===== src/rtl/stage_skid_buffer.sv =====
// rtl/stage_skid_buffer.sv - two-entry skid buffer with flush and saturating stall counter
module stage_skid_buffer #(
  parameter int DATA_W = 16,
  parameter int TAG_W  = 4,
  parameter int CNT_W  = 8
) (
  input  logic              i_clk,
  input  logic              i_rst,
  input  logic              i_in_valid,
  output logic              o_in_ready,
  input  logic [DATA_W-1:0] i_in_data,
  input  logic [TAG_W-1:0]  i_in_tag,
  input  logic              i_flush,
  output logic              o_out_valid,
  input  logic              i_out_ready,
  output logic [DATA_W-1:0] o_out_data,
  output logic [TAG_W-1:0]  o_out_tag,
  output logic [CNT_W-1:0]  o_stall_cnt
);

  localparam int WORD_W = DATA_W + TAG_W;
  localparam logic [CNT_W-1:0] CNT_MAX = {CNT_W{1'b1}};

  typedef enum logic [1:0] {
    S_EMPTY = 2'd0,
    S_ONE   = 2'd1,
    S_FULL  = 2'd2
  } state_t;

  state_t             r_state;
  logic [WORD_W-1:0]  r_main;
  logic [WORD_W-1:0]  r_skid;
  logic               r_in_ready;
  logic               r_out_valid;
  logic [CNT_W-1:0]   r_stall_cnt;

  logic [WORD_W-1:0]  w_in_word;
  logic               w_in_xfer;
  logic               w_out_xfer;

  assign w_in_word  = {i_in_data, i_in_tag};
  assign w_in_xfer  = i_in_valid & r_in_ready;
  assign w_out_xfer = r_out_valid & i_out_ready;

  // Occupancy FSM; the handshake flags are registered alongside the state so
  // neither depends combinationally on the downstream ready.
  always_ff @(posedge i_clk or negedge i_rst) begin
    if (!i_rst) begin
      r_state     <= S_EMPTY;
      r_main      <= '0;
      r_skid      <= '0;
      r_in_ready  <= 1'b1;
      r_out_valid <= 1'b0;
    end else if (i_flush) begin
      r_state     <= S_EMPTY;
      r_main      <= '0;
      r_skid      <= '0;
      r_in_ready  <= 1'b1;
      r_out_valid <= 1'b0;
    end else begin
      case (r_state)
        S_EMPTY: begin
          if (w_in_xfer) begin
            r_main      <= w_in_word;
            r_state     <= S_ONE;
            r_out_valid <= 1'b1;
          end
        end
        S_ONE: begin
          if (w_in_xfer && w_out_xfer) begin
            r_main <= w_in_word;
          end else if (w_in_xfer) begin
            r_skid     <= w_in_word;
            r_state    <= S_FULL;
            r_in_ready <= 1'b0;
          end else if (w_out_xfer) begin
            r_state     <= S_EMPTY;
            r_out_valid <= 1'b0;
          end
        end
        S_FULL: begin
          if (i_out_ready) begin
            r_main     <= r_skid;
            r_state    <= S_ONE;
            r_in_ready <= 1'b1;
          end
        end
        default: begin
          r_state     <= S_EMPTY;
          r_main      <= '0;
          r_skid      <= '0;
          r_in_ready  <= 1'b1;
          r_out_valid <= 1'b0;
        end
      endcase
    end
  end

  // Debug counter of cycles where a word waits on downstream; saturates, reset-only clear.
  always_ff @(posedge i_clk or negedge i_rst) begin
    if (!i_rst) begin
      r_stall_cnt <= '0;
    end else if (r_out_valid && !i_out_ready && (r_stall_cnt != CNT_MAX)) begin
      r_stall_cnt <= r_stall_cnt + 1'b1;
    end
  end

  assign o_in_ready  = r_in_ready;
  assign o_out_valid = r_out_valid;
  // Bubbles are presented as all-zero so a stale main word never leaks out.
  assign o_out_data  = r_out_valid ? r_main[WORD_W-1:TAG_W] : '0;
  assign o_out_tag   = r_out_valid ? r_main[TAG_W-1:0]      : '0;
  assign o_stall_cnt = r_stall_cnt;

endmodule


===== config.mk =====
export PLATFORM = sky130hd
export DESIGN_NAME = stage_skid_buffer
export DESIGN_NICKNAME = d
export VERILOG_FILES = /design/src/rtl/stage_skid_buffer.sv
export SDC_FILE = /design/constraint.sdc
export NUM_CORES = 1
export LEC_CHECK = 0
export BUFFER_PORTS_ARGS = -buffer_cell sky130_fd_sc_hd__buf_2
export CORE_ASPECT_RATIO = 0.7
export CORE_MARGIN = 3
export CORE_UTILIZATION = 40
export DETAILED_ROUTE_END_ITERATION = 8
export HOLD_SLACK_MARGIN = 0.03
export SLEW_MARGIN = 10
export SYNTH_ARGS = -nofsm -noshare
export SYNTH_HDL_FRONTEND = slang
export SYNTH_SLANG_ARGS = --single-unit

===== constraint.sdc =====
create_clock -name i_clk -period 1.9 [get_ports i_clk]
set_input_delay 0.095 -clock i_clk [delete_from_list [all_inputs] [get_ports i_clk]]
set_output_delay 0.095 -clock i_clk [all_outputs]
set_load 0.1 [all_outputs]

==> impl_metrics.yaml <==
clock_tree:
  h-tree-depth: 2
  numCtsBuffers: 5
  clkLatencyLatePin_ns: 0.30
  clkTransAtPathRegs_ns: 0.09
  cts_tree: "done"
  cts_setup_buffers: 0
  clock-sinks: 52
  cts_root_buf: "clkbuf_8"
  cts_buffer_depth: 2
hold_path:
  hold_end: "r_skid[5]$_DFFE_PN0P_"
  min_from: "i_in_data[1]"
  whs_path_depth: 2
  min_path_type: "input port to flop"
worst_setup_path:
  r2r_start: "o_stall_cnt[0]$_DFFE_PN0P_"
  worst_setup_path_end_kind: "primary output"
  cpPeakStageDelay_ns: 0.49
  cp_cell_sequence: "buf_4, and2_1, buf_2"
  r2r-end: "o_stall_cnt[1]$_DFFE_PN0P_"
  slowest_stage: "dfrtp_2"
  reg2reg_depth: 4
  cp_max_fo: 20
  cp.buffers_inverters: 2
  required_ns: 1.80
  cp.arrival_ns: 1.66
  critPathLaunchType: "flop"
  path_class: "flop to primary output"
  crit_family: "buffers and inverters"
  ff2ff_setup_slack_ns: 0.17
synthesis:
  synthCells: 211
  synth_edf_count: 0
  yosysMostFrequentCell: "dfrtp_1"
  async_flop_share: 1.000
  synth_flop_cell: "dfrtp_1"
  avgSynthCellArea_um2: 12.00
  synth_seq_cells: 52
  synth_nets: 237
  synth_cell_type_count: 40
  synth_common_cells: "dfrtp_1, a22o_1, and2_1, mux2_2"
  synth.top_cells.by_area: "dfrtp_1, a22o_1, mux2_2"
  synth_top_area_frac: 0.5040
  syn_area_um2: 2532
  yosys.area.top_type: "dfrtp_1"
  ys_warn_count: 0
  synth-seq-area-share: 0.5143
global_routing:
  track_usage: 0.1606
  grt_pass1_vias: 1893
  antenna_found_initial: 0
  grt_max_degree: 38
  grt_pass1_wl_um: 9342
  grt.overflow.total: 0
timing:
  min_period_over_period: 0.9259
  period_needed_ns: 1.759
  setup_viol: 0
  hold_viol: 0
  timing.fmax_ghz: 0.5684
  maxSlewHeadroom: 0.6587
  skew_ns: 0.005401
  rsz0062_at_grt: "false"
  worst_pin_slew_ns: 0.5108
  fin_ws_ns: 0.1408
  finalMaxSlewViolations: 0
run:
  drv_cap: 0
finish:
  final_core_util: 0.5262
  finalNetCount: 301
  syn_to_final_growth_pct: 23.17
  num-fill-cells: 527
  fin_area_um2: 3119
  drive_gt1_frac: 0.4275
  antenna_cells: 0
route:
  remaining_drc_errors: 0
  drt-vias-per-instance: 5.265
  wl_met1_um: 2893
  drt_iter0_drc: 72
  wl_met3_um: 268
  vias: 1848
  wire_per_inst_um: 15.90
  ant_nets: 0
  drtPass1Iterations: 4
  wl_met2_um: 2373
  wirelength_um: 5581
  top_layer: "met4"
die:
  core_area_um2: 5928
  dieWidth_um: 101.1
  rows: 23
  dieArea_um2: 7337
  die_h_um: 72.57
  start_util: 0.4272
  ioPinCount: 55
placed_design:
  gp_congestion: 0.8194
  placed_cell_area_um2: 2932
  dp_hpwl_um: 3844
  pre_cts_ws_ns: 0.1727
  io_buffers: 54
pwr:
  max-vdd-ir-drop_mv: 0.7537
  power_per_cell_area_nw_per_um2: 1094
  p_leak_uw: 0.001556
  power_uw: 3411
status:
  outcome: "completed"
cell families (layout without fill, tap and decap cells):
group	count (synthesis)	in the layout	synth area share
xor gates and xnor gates	7	7	0.02421
muxes	21	21	0.09338
buffers and inverters	17	82	0.03755
AOI/OAI and AO/OA	58	58	0.1996
and+or+nand+nor	55	55	0.1260
adders and majority gates	1	1	0.004940
DFF	52	52	0.5143
flip-flops by register name, indices dropped and copies added, names as in the netlist:
name	cells
r_skid	20
r_main	20
o_stall_cnt	8
o_out_valid	1
o_in_ready	1
r_state	2
stage by stage:
stage / hold WS [ns] / cells / TNS, ns
after floorplan: -0.2006 / 211 / -0.02424
after global placement: 0.04288 / 335 / 0
after detailed placement: 0.05026 / 335 / 0
after CTS: 0.03194 / 351 / 0
after global routing: 0.03006 / 351 / 0
final: 0.03551 / 351 / 0
layout by cell type, fill, tap and decap left out, drive strengths merged, types with 2 or more instances in the layout:
master / n
mux2: 21
clkbuf: 6
nand3: 3
nand2b: 4
o21bai: 2
nand2: 6
xor2: 6
and2: 22
nor2: 7
o21ai: 4
nor3: 4
inv: 2
a21oi: 7
dlygate4sd3: 8
a22o: 37
buf: 64
a21o: 4
nand4: 3
dfrtp: 51
report_power, final:
part / switching [µW] / total [µW] / internal, µW
sequential: 115 / 1390 / 1270
combinational: 962 / 1280 / 318
clock: 353 / 745 / 391
routing by layer:
layer  vias up  global-route usage
met5         -                   0
met4         0             0.03982
met3         5             0.03629
met2        41              0.2333
met1       912              0.2428
li1        890                   -
area by class of cell:
class	instances	area [µm²]	share of cell area
clock buffers	6	72.57	0.02327
clock inverters	2	35.03	0.01123
inverters	2	7.507	0.002407
multi-input cells	142	1137	0.3646
flip-flops and latches	52	1323	0.4240
well taps	75	93.84	0.03008
repair buffers	72	450.4	0.1444
how the worst max path moves through the flow:
stage                                       endpoint  slack (ns)  cells after the start                  startpoint
after detailed placement  o_stall_cnt[1]$_DFFE_PN0P_        0.17                      4  o_stall_cnt[0]$_DFFE_PN0P_
after global routing                   o_out_data[0]        0.07                      3     o_out_valid$_DFFE_PN0P_
final                                  o_out_data[0]        0.14                      3     o_out_valid$_DFFE_PN0P_
after floorplan           o_stall_cnt[1]$_DFFE_PN0P_       -0.02                      4  o_stall_cnt[0]$_DFFE_PN0P_
after global placement    o_stall_cnt[1]$_DFFE_PN0P_        0.21                      4  o_stall_cnt[0]$_DFFE_PN0P_
after CTS                              o_out_data[3]        0.13                      3     o_out_valid$_DFFE_PN0P_
worst register-to-register path, stage by stage, from the launching register on:
cell	delay (ns)
dfrtp_4	0.44
ha_1	0.17
nand3_1	0.16
o311ai_4	0.48
mux2_2	0.38
repair_timing:
item,4_1_cts,5_1_grt
endpoints found under the hold margin,21,0
gates resized for setup,0,0
hold buffers,8,0
Note: power is estimated with default switching activity, not from simulation.
